`src/rtl/ibuf_byte_queue_if.sv`:
```
// Fill / window / consume signal bundle between the fetch path, the byte queue
// and the length decoder.
interface ibuf_byte_queue_if #(
    parameter int unsigned PTR_W = 4
);
    logic             flush;
    logic             fill_valid;
    logic [31:0]      fill_data;
    logic [2:0]       fill_cnt;
    logic             fill_ready;
    logic [39:0]      win_data;
    logic [4:0]       win_valid;
    logic [4:0]       cons_len;
    logic [PTR_W:0]   occ;
    logic             cons_err;

    modport master (
        output flush, fill_valid, fill_data, fill_cnt, cons_len,
        input  fill_ready, win_data, win_valid, occ, cons_err
    );

    modport slave (
        input  flush, fill_valid, fill_data, fill_cnt, cons_len,
        output fill_ready, win_data, win_valid, occ, cons_err
    );
endinterface

```
`src/rtl/ibuf_byte_queue.sv`:
```
// Instruction byte queue: 1-4 byte fills in, 5-byte decode window out,
// 1-5 byte retire per cycle on a one-hot length.
module ibuf_byte_queue #(
    parameter int unsigned DEPTH = 16,
    parameter int unsigned PTR_W = 4
) (
    input logic               clk,
    input logic               reset_l,
    ibuf_byte_queue_if.slave  ibq
);
    logic [7:0]       mem [DEPTH];
    logic [PTR_W-1:0] rd_ptr;
    logic [PTR_W-1:0] wr_ptr;
    logic [PTR_W:0]   occ_r;
    logic             err_r;

    logic             accept;
    logic             cnt_ok;
    logic [3:0]       byte_we;
    logic [2:0]       fill_amt;
    logic [2:0]       req_len;
    logic             bad_code;
    logic             cons_legal;
    logic             cons_bad;
    logic [2:0]       cons_amt;
    logic [PTR_W-1:0] rd_idx [5];

    // Ready looks only at registered occupancy, so a same-cycle consume never raises it.
    always_comb begin
        ibq.fill_ready = !ibq.flush &&
                         ((PTR_W+1)'(DEPTH) - occ_r >= (PTR_W+1)'(4));
        accept = ibq.fill_valid && ibq.fill_ready;

        byte_we = '0;
        cnt_ok  = 1'b1;
        case (ibq.fill_cnt)
            3'd1:    byte_we = 4'b0001;
            3'd2:    byte_we = 4'b0011;
            3'd3:    byte_we = 4'b0111;
            3'd4:    byte_we = 4'b1111;
            default: cnt_ok  = 1'b0;
        endcase
        fill_amt = (accept && cnt_ok) ? ibq.fill_cnt : 3'd0;

        req_len  = 3'd0;
        bad_code = 1'b0;
        case (ibq.cons_len)
            5'b00000: req_len = 3'd0;
            5'b00001: req_len = 3'd1;
            5'b00010: req_len = 3'd2;
            5'b00100: req_len = 3'd3;
            5'b01000: req_len = 3'd4;
            5'b10000: req_len = 3'd5;
            default:  bad_code = 1'b1;
        endcase
        cons_legal = (req_len != 3'd0) && ((PTR_W+1)'(req_len) <= occ_r);
        cons_bad   = bad_code || ((req_len != 3'd0) && !cons_legal);
        cons_amt   = cons_legal ? req_len : 3'd0;
    end

    always_ff @(posedge clk or negedge reset_l) begin
        if (!reset_l) begin
            rd_ptr <= '0;
            wr_ptr <= '0;
            occ_r  <= '0;
            err_r  <= 1'b0;
        end else if (ibq.flush) begin
            rd_ptr <= '0;
            wr_ptr <= '0;
            occ_r  <= '0;
            err_r  <= 1'b0;
        end else begin
            rd_ptr <= rd_ptr + PTR_W'(cons_amt);
            wr_ptr <= wr_ptr + PTR_W'(fill_amt);
            occ_r  <= occ_r + (PTR_W+1)'(fill_amt) - (PTR_W+1)'(cons_amt);
            err_r  <= cons_bad || (accept && !cnt_ok);
        end
    end

    // Storage is deliberately left unreset; the window masks stale entries by occupancy.
    always_ff @(posedge clk) begin
        for (int unsigned k = 0; k < 4; k++) begin
            if (accept && byte_we[k])
                mem[wr_ptr + PTR_W'(k)] <= ibq.fill_data[8*k +: 8];
        end
    end

    always_comb begin
        ibq.win_data  = '0;
        ibq.win_valid = '0;
        for (int unsigned i = 0; i < 5; i++) begin
            rd_idx[i] = rd_ptr + PTR_W'(i);
            if (occ_r > (PTR_W+1)'(i)) begin
                ibq.win_valid[i]       = 1'b1;
                ibq.win_data[8*i +: 8] = mem[rd_idx[i]];
            end
        end
        ibq.occ      = occ_r;
        ibq.cons_err = err_r;
    end
endmodule

```
`src/flat_wrapper.sv`:
```
// flat-port wrapper written by rule: the top's interface ports become plain ports
module ibuf_byte_queue_flat 
#(
    parameter int unsigned DEPTH = 16,
    parameter int unsigned PTR_W = 4
)
  (clk, reset_l, ibq_flush, ibq_fill_valid, ibq_fill_data, ibq_fill_cnt, ibq_cons_len, ibq_fill_ready, ibq_win_data, ibq_win_valid, ibq_occ, ibq_cons_err);
  ibuf_byte_queue_if #(.PTR_W(PTR_W)) ibq_i ();
  input logic clk;
  input logic reset_l;
  input wire logic [$bits(ibq_i.flush)-1:0] ibq_flush;
  input wire logic [$bits(ibq_i.fill_valid)-1:0] ibq_fill_valid;
  input wire logic [$bits(ibq_i.fill_data)-1:0] ibq_fill_data;
  input wire logic [$bits(ibq_i.fill_cnt)-1:0] ibq_fill_cnt;
  input wire logic [$bits(ibq_i.cons_len)-1:0] ibq_cons_len;
  output wire logic [$bits(ibq_i.fill_ready)-1:0] ibq_fill_ready;
  output wire logic [$bits(ibq_i.win_data)-1:0] ibq_win_data;
  output wire logic [$bits(ibq_i.win_valid)-1:0] ibq_win_valid;
  output wire logic [$bits(ibq_i.occ)-1:0] ibq_occ;
  output wire logic [$bits(ibq_i.cons_err)-1:0] ibq_cons_err;
  assign ibq_i.flush = ibq_flush;
  assign ibq_i.fill_valid = ibq_fill_valid;
  assign ibq_i.fill_data = ibq_fill_data;
  assign ibq_i.fill_cnt = ibq_fill_cnt;
  assign ibq_i.cons_len = ibq_cons_len;
  assign ibq_fill_ready = ibq_i.fill_ready;
  assign ibq_win_data = ibq_i.win_data;
  assign ibq_win_valid = ibq_i.win_valid;
  assign ibq_occ = ibq_i.occ;
  assign ibq_cons_err = ibq_i.cons_err;
  ibuf_byte_queue #(.DEPTH(DEPTH), .PTR_W(PTR_W)) u_core (.clk(clk), .reset_l(reset_l), .ibq(ibq_i));
endmodule
```
`config.mk`:
```
export PLATFORM = sky130hd
export DESIGN_NAME = ibuf_byte_queue_flat
export DESIGN_NICKNAME = d
export VERILOG_FILES = /design/src/rtl/ibuf_byte_queue_if.sv /design/src/rtl/ibuf_byte_queue.sv /design/src/flat_wrapper.sv
export SDC_FILE = /design/constraint.sdc
export NUM_CORES = 1
export LEC_CHECK = 0
export CORE_ASPECT_RATIO = 1.5
export CORE_MARGIN = 10
export CORE_UTILIZATION = 65
export DETAILED_ROUTE_END_ITERATION = 6
export PLACE_DENSITY = 0.85
export SETUP_SLACK_MARGIN = 0.5
export SYNTH_ARGS = -nofsm -noshare
export SYNTH_HDL_FRONTEND = slang
export SYNTH_SLANG_ARGS = --single-unit
```
`constraint.sdc`:
```
create_clock -name clk -period 6.4 [get_ports clk]
set_clock_uncertainty 0.1 [all_clocks]
set_input_delay 1.28 -clock clk [delete_from_list [all_inputs] [get_ports clk]]
set_output_delay 1.28 -clock clk [all_outputs]
set_load 0.005 [all_outputs]
```
Yosys cells after proc, flatten, opt, wreduce, memory -nomap -nowiden
Memories as Yosys holds them, arrays and structs flattened.
Cells that the tools add are included.
{"block": "word_totals", "register_bits": 14, "memories": 1, "in_bits": 44, "wordCells": 80, "output_inout_bits": 52, "ramBits": 128}
{"block": "classes", "mux": 28, "reduce_logical": 19, "addsub": 12, "n_eq_ne": 9, "n_lt_le_gt_ge": 7}
{"name": "u_core.mem", "depth": 16, "word_bits": 8, "read_ports": 5, "rd_ports_with_merged_regs": 0, "wr": 4, "line": "ibuf_byte_queue.sv:11", "source": "logic [7:0] mem [DEPTH];"}
{"op": "$mux W8", "n": 5}
{"op": "$add A4 B2 Y4 const B", "n": 4}
{"op": "$mux W1", "n": 16}
{"op": "$pmux W4 S4", "n": 1}
{"op": "$pmux W3 S5", "n": 1}
{"op": "$gt A5 B1 Y1 const B", "n": 2}
{"op": "$gt A5 B2 Y1 const B", "n": 2}
{"op": "$logic_and A1 B1 Y1", "n": 10}
{"op": "$add A4 B1 Y4 const B", "n": 2}
{"op": "$add A4 B3 Y4", "n": 2}
{"op": "$mux W4", "n": 2}
{"op": "$eq A3 B2 Y1 const B", "n": 2}
{"op": "$mux W3", "n": 2}
{"op": "$reduce_or A6 Y1", "n": 1}
{"op": "$add A5 B3 Y5", "n": 1}
{"op": "$eq A5 B1 Y1 const B", "n": 1}
{"op": "$eq A5 B2 Y1 const B", "n": 1}
{"op": "$eq A5 B3 Y1 const B", "n": 1}
{"op": "$eq A5 B4 Y1 const B", "n": 1}
{"op": "$eq A5 B5 Y1 const B", "n": 1}
{"op": "$ge A5 B3 Y1 const B", "n": 1}
{"op": "$gt A5 B3 Y1 const B", "n": 1}
{"op": "$le A3 B5 Y1", "n": 1}
{"op": "$logic_not A5 Y1", "n": 1}
{"op": "10 further kinds", "n": 13}

Logic depth before layout (Yosys ltp)
Gate-level depths: netlist (run 1).
{"block": "logic_depth", "word_depth": 9, "mapped_depth": 16, "ltp_nobuf": 14}

Worst setup path after synthesis (run 1)
Ideal clock, no wire load.
{"block": "synth_timing", "kind": "reg2out", "start": "register u_core.rd_ptr[0]", "end": "output port ibq_win_data[27]", "t_required_ns": 5.020, "path_stages_with_launch": 15, "slack_ns": 1.586, "n_path_buf": 9, "t_arrival_ns": 3.434, "path_cell_list": "dfrtp_1 buf_2 buf_4 buf_2 buf_2 buf_2 inv_1 ha_1 buf_4 buf_4 buf_2 clkbuf_1 mux4_2 a211oi_1 a211oi_1"}
{"block": "synth_via", "elab_chain_cells": 3}
{"element": "start, declared", "line": "ibuf_byte_queue.sv:12", "source": "logic [PTR_W-1:0] rd_ptr;"}
{"element": "start signal, assigned", "line": "ibuf_byte_queue.sv:73", "source": "rd_ptr <= rd_ptr + PTR_W'(cons_amt);"}
{"element": "$add A4 B2 Y4", "line": "ibuf_byte_queue.sv:92", "source": "rd_idx[i] = rd_ptr + PTR_W'(i);"}
{"element": "$mem_v2 Z16 W8"}
{"element": "$mux W8", "line": "ibuf_byte_queue.sv:93", "source": "if (occ_r > (PTR_W+1)'(i)) begin"}
{"element": "end, declared", "line": "flat_wrapper.sv:17", "source": "output wire logic [$bits(ibq_i.win_data)-1:0] ibq_win_data;"}
No other way between the ends.

Final worst setup path (run 1)
{"block": "layout_timing", "start": "register u_core.rd_ptr[1]", "end": "output port ibq_win_data[25]"}
The elaborated chain is that of the path after synthesis.

==> flow_summary.toml, run 1 <==
[route]
drc = 93
num_vias = 13000
wl_per_cell_um = 34.6
dr.pass1.iters = 7
viasPerCell = 8.16
ant_nets = 0
drt_iter0_drc = 3013
drt_wl_total_um = 54800

[sta]
max_slew_margin = 0.133
drv_slew = 0
fin_setup_tns_ns = 0
min_period_over_period = 0.860
rsz0062_at_grt = "false"
setup_viol = 0
finalHoldViolCount = 0
min_period_ns = 5.50
worst_hold_slack_ns = 0.814
worstMarginPinSlew_ns = 1.29
max_clock_freq_mhz = 182

[flow_run]
maxCapViolCount = 0

[final_layout]
drive_gt1_frac = 0.193
area_delta_synth_final_pct = 11.1
layout.nets = 1375
final_cells = 1587
final_util = 0.736
n_fill_cell = 1438
antenna_cells = 0

[cts]
cts_buffer_depth = 2
cts_resized = 0
clkSinkCount = 142
cts_buffers = 17
h-tree-depth = 4
cts_setup_buffers = 0
tritoncts = "built"
clkTransAtPathRegs_ns = 0.06
insertion_delay_ns = 0.44
cts_hold_buf = 0
clock-root-buffer = "clkbuf_16"

[global_route]
grt_overflow_total = 0
grt-busiest-layer = "met2"
met2_usage = 0.602
grt_max_degree = 133
antenna_found_initial = 3
grtUsageMet1 = 0.453
grtUsageMet3 = 0.119
grt_pass1_vias = 12400
grt_pass1_wl_um = 81100
grt_usage = 0.389

[setup_path]
r2r_start = "u_core.ibq.occ[2]$_DFF_PN0_"
crit_slowest_cell = "xnor2_1"
cp-start-kind = "flop"
max_stage_delay_ns = 1.04
reg2reg_to = "u_core.ibq.occ[4]$_DFF_PN0_"
reg2reg_depth = 12
worstSetupPathType = "flop to output port"
crit_family = "buffers and inverters"
cp-end-kind = "output port"
critPathBufInv = 2
worstPathCellList = "buf_4 > ha_1 > a21oi_1 > xnor2_1 > a211oi_1 > a211oi_1 > clkdlybuf4s50_1"
cp_max_fo = 67
cp.required_ns = 5.02
cpMostUsedCell = "a211oi_1"
rrSetupSlack_ns = 1.97
crit_arrival_ns = 4.12

[status]
status = "finished with violations"
failed_checks = "design-rule violations"

[yosys]
netlist_top_cells_area = "edfxtp_1 27%, mux4_2 24%, mux2i_1 7.7%, a21oi_1 3.7%, o22ai_1 3.7%"
synth_edf_count = 128
netlist-cell-type-count = 67
synth.avg_cell_area_um2 = 10.7
synth-main-ff-cell = "edfxtp_1"
syn-num-nets = 1375
synth-seq-area-share = 0.299
yosysTopAreaCellShare = 0.274
syn_area_um2 = 14000
netlist_instances = 1306
yosys.area.top_type = "edfxtp_1"
async_reset_ff_frac = 0.0986
ys_ff_latch = 142
yosys_warnings = 0

[min_path]
min_delay_path_depth = 4
hp-class = "flop to flop"
holdCritStartpoint = "u_core.ibq.occ[4]$_DFF_PN0_"
hold_end = "u_core.ibq.occ[4]$_DFF_PN0_"

[placement]
place.gp.congestion = 1.08
dp_cells = 1555
portBuffers = 95
dp_hpwl_um = 39000

[power_and_ir_drop]
p_per_area_nw_per_um2 = 258
leakagePower_uw = 0.00521
ir_drop_uv = 169

[floorplan]
rows = 65
die_w_um = 140
initial_core_util = 0.662
die_h_um = 200
core_area_um2 = 21100
die_area_um2 = 27900
ioPinCount = 96
-- cell usage after synthesis, drive strengths merged, types with 2 or more instances --
cell,instances
and4,2
xnor2,10
o31ai,33
a31oi,6
nor3b,2
and3,33
nor4,6
nor2b,43
a21o,3
mux2,14
buf,71
a211oi,57
nor3,6
nand2b,6
o21ai,30
o211ai,5
o22ai,82
nand3,30
inv,31
nand3b,4
a221o,2
mux2i,108
clkbuf,79
dfrtp,14
or3,3
xor2,11
fa,5
edfxtp,128
mux4,152
and2,28
nand2,80
o2111ai,4
nor2,74
nand4,4
ha,20
a21oi,105
-- layout make-up --
| cell class | instances | area (um^2) | area share |
|---|---|---|---|
| sequential | 142 | 4200 | 0.270 |
| clock buffer | 20 | 447 | 0.0287 |
| inverter | 31 | 116 | 0.00748 |
| tap | 268 | 335 | 0.0216 |
| timing repair buffer | 131 | 1230 | 0.0793 |
| multi-input combinational | 983 | 9060 | 0.583 |
| clock inverter | 12 | 161 | 0.0104 |
-- worst max path at each step --
stage,startpoint,depth (start not counted),end,slack (ns)
2_1_floorplan,u_core.rd_ptr[0]$_DFF_PN0_,14,ibq_win_data[27],1.59
6_report,u_core.rd_ptr[1]$_DFF_PN0_,7,ibq_win_data[25],0.90
3_3_place_gp,ibq_cons_len[4],14,u_core.ibq.occ[4]$_DFF_PN0_,1.33
5_1_grt,u_core.rd_ptr[1]$_DFF_PN0_,7,ibq_win_data[25],0.64
3_5_place_dp,ibq_cons_len[4],14,u_core.ibq.occ[4]$_DFF_PN0_,1.25
4_1_cts,u_core.rd_ptr[1]$_DFF_PN0_,7,ibq_win_data[25],0.97
-- routing by layer --
metal	wire length, um	vias up
li1	-	5180
met1	16800	5996
met2	24400	1426
met3	8380	351
met4	5190	4
met5	25	-
-- cell usage in the layout, fill, tap and decap left out, drive strengths merged, types with 10 or more instances in the layout --
master / instances
a211oi: 57
a21oi: 105
and2: 28
and3: 33
buf: 36
clkbuf: 20
clkdlybuf4s50: 95
dfrtp: 14
edfxtp: 128
ha: 20
inv: 33
mux2: 14
mux2i: 108
mux4: 152
nand2: 80
nand3: 30
nor2: 74
nor2b: 43
o21ai: 30
o22ai: 82
o31ai: 33
xnor2: 10
xor2: 11
-- stage by stage --
stage / worst slack [ns] / instance area, um^2 / power (uW)
after floorplan: 1.59 / 14000 / 2190
after global placement: 1.33 / 14900 / 2900
after detailed placement: 1.25 / 14900 / 2940
after CTS: 0.970 / 15600 / 3970
after global routing: 0.640 / 15600 / 4160
final: 0.898 / 15600 / 4020
-- cells by family (layout without fill, tap and decap cells) --
group / Yosys count / after routing / synth area share
flops: 142 / 142 / 0.300
buf+inv: 181 / 194 / 0.0557
mux: 274 / 274 / 0.333
compound gates: 335 / 335 / 0.150
xor+xnor: 21 / 21 / 0.0131
fa+ha+maj: 26 / 26 / 0.0257
simple gates: 327 / 327 / 0.123
-- sequential cells by signal (all words and copies together), names as in the netlist --
register             flops
u_core.mem             128
u_core.ibq.occ           5
u_core.rd_ptr            4
u_core.wr_ptr            4
u_core.ibq.cons_err      1
-- worst register-to-register path: stages (launching register included) --
cell	delay (ns)
dfrtp_1	0.46
nor4_2	0.58
ha_1	0.39
o21a_1	0.43
nor2_1	0.26
nand3_1	0.33
fa_1	0.61
inv_1	0.07
fa_1	0.46
a21o_1	0.19
a21oi_1	0.21
xnor2_1	0.17
nor2_1	0.06
-- where the power goes --
part	switching, uW	internal, uW
Combinational	974	900
Clock	415	627
Sequential	53.4	1050
Note: power is estimated with default switching activity, not from simulation.
==> inputs of run 2 (changes only) <==
CORE_MARGIN = unset   (was 10)
==> run 2 against run 1 <==
  * The flow now finishes without violations
  * Largest cell class unchanged
  * Design area is 0.23% lower
  * Critical path type unchanged
  * Clock power is 9% lower
  * First-iteration DRC count is 10% lower
==> flow_summary.toml, run 2 (same netlist as run 1, synthesis figures left out) <==
[global_route]
grt_overflow_total = 0
grt_max_degree = 134
antenna_found_initial = 7
grt_pass1_wl_um = 79000
grt_usage = 0.507
grt_pass1_vias = 12200

[final_layout]
area_delta_synth_final_pct = 10.8
layout_common_cells = "152 x mux4_2, 128 x edfxtp_1, 108 x mux2i_1, 104 x a21oi_1, 95 x clkdlybuf4s50_1"
drive_gt1_frac = 0.196
final_common_cell = "mux4_2"
n_fill_cell = 1468
largest_register = "u_core.mem"
largest_reg_flops = 128
layout.nets = 1379

[floorplan]
core_area_um2 = 21100
rows = 65
ioPinCount = 96
die_area_um2 = 22100
die_h_um = 182
die_w_um = 122
initial_core_util = 0.665

[cts]
clkSinkCount = 142
insertion_delay_ns = 0.44
clock-root-buffer = "clkbuf_16"
cts_buffers = 17
cts_resized = 0
h-tree-depth = 4
cts_hold_buf = 0
cts_setup_buffers = 0
clkTransAtPathRegs_ns = 0.06
cts_buffer_depth = 2
tritoncts = "built"

[sta]
setup_viol = 0
min_period_ns = 5.16
max_clock_freq_mhz = 194
finalHoldViolCount = 0
max_slew_margin = 0.111
fin_setup_tns_ns = 0
rsz0062_at_grt = "false"
layout_setup_ws_ns = 1.24
drv_slew = 0
worstMarginPinSlew_ns = 1.33
min_period_over_period = 0.806

[status]
status = "complete, no violations"

[route]
wl_per_cell_um = 34.0
drc = 0
dr.pass1.iters = 7
ant_nets = 0
viasPerCell = 8.09
drt_wl_total_um = 54100
num_vias = 12900
drt_iter0_drc = 2699

[setup_path]
crit_slowest_cell = "ha_4"
cp_max_fo = 44
crit_arrival_ns = 3.78
cpMostUsedCell = "a211oi_1"
worstSetupPathType = "flop to output port"
cp-start-kind = "flop"
cp.required_ns = 5.02
cp-end-kind = "output port"
worstPathCellList = "inv_1 > ha_4 > buf_4 > mux4_2 > a211oi_1 > a211oi_1 > clkdlybuf4s50_1"
max_stage_delay_ns = 0.74

[placement]
preCtsSetupSlack_ns = 1.22
portBuffers = 95
place.gp.congestion = 1.12
dp_hpwl_um = 37700

[power_and_ir_drop]
leakagePower_uw = 0.00520
ir_drop_uv = 190
finalPower_uw = 3910
p_per_area_nw_per_um2 = 252

[flow_run]
maxCapViolCount = 0

[min_path]
hp-class = "flop to flop"
## run 2: cell types whose count changed in the layout (fill, tap and decap cells not counted)
cell / before / now
clkinv_4: 3 / 4
clkbuf_1: 2 / 1
buf_4: 35 / 39
bufinv_16: 3 / 0
diode_2: 0 / 1
clkinv_1: 0 / 1
inv_6: 2 / 5
clkbuf_8: 1 / 0
## run 2: area by class of cell
type,instances,area [um^2],area share
tap,268,335,0.0216
multi-input combinational,983,9060,0.584
antenna,1,2.50,0.000161
clock buffer,18,429,0.0277
inverter,31,116,0.00750
sequential,142,4200,0.271
timing repair buffer,135,1260,0.0814
clock inverter,14,110,0.00709
## run 2: final timing paths
| check | depth (start not counted) | startpoint | slack, ns | end |
|---|---|---|---|---|
| max in group asynchronous | 1 | reset_l | 4.41 | u_core.rd_ptr[0]$_DFF_PN0_ |
| hold / removal | 4 | u_core.ibq.occ[4]$_DFF_PN0_ | 0.72 | u_core.ibq.occ[4]$_DFF_PN0_ |
| min in group asynchronous | 1 | reset_l | 1.19 | u_core.wr_ptr[2]$_DFF_PN0_ |
| setup reg to reg | 6 | u_core.ibq.occ[2]$_DFF_PN0_ | 2.23 | u_core.mem[8][2]$_DFFE_PP_ |
| setup / recovery | 7 | u_core.rd_ptr[0]$_DFF_PN0_ | 1.24 | ibq_win_data[31] |
| hold reg to reg | 4 | u_core.ibq.occ[4]$_DFF_PN0_ | 0.72 | u_core.ibq.occ[4]$_DFF_PN0_ |
## run 2: routing by layer
layer | wire length (um) | global-route usage | vias up
met1 | 16400 | 0.599 | 6038
li1 | - | - | 5174
met2 | 24300 | 0.769 | 1268
met3 | 8400 | 0.187 | 384
met5 | 73 | 0 | -
met4 | 4920 | 0.339 | 10
## run 2: where the power goes
part	internal (uW)	switching, uW	total [uW]
clock	501	446	947
sequential	1050	64.0	1110
combinational	897	956	1850
## run 2: worst max-delay path, delay by kind of cell, from the launching register on
kind                     cells  cell delay (ns)
adder cells (fa/ha/maj)      1             0.74
multiplexers                 1             0.33
flip-flops                   1             0.43
buffers and inverters        3             0.97
AO/OA/AOI/OAI                2             0.86
## run 2: stage by stage
stage          std cells  area, um^2   util  hold WS, ns
6_report            1592       15500  0.737        0.716
5_1_grt             1591       15500  0.737        0.740
4_1_cts             1591       15500  0.737        0.704
3_5_place_dp        1559       15000  0.711        0.691
3_3_place_gp        1559       15000  0.711        0.667
2_1_floorplan       1306       14000      -        0.483
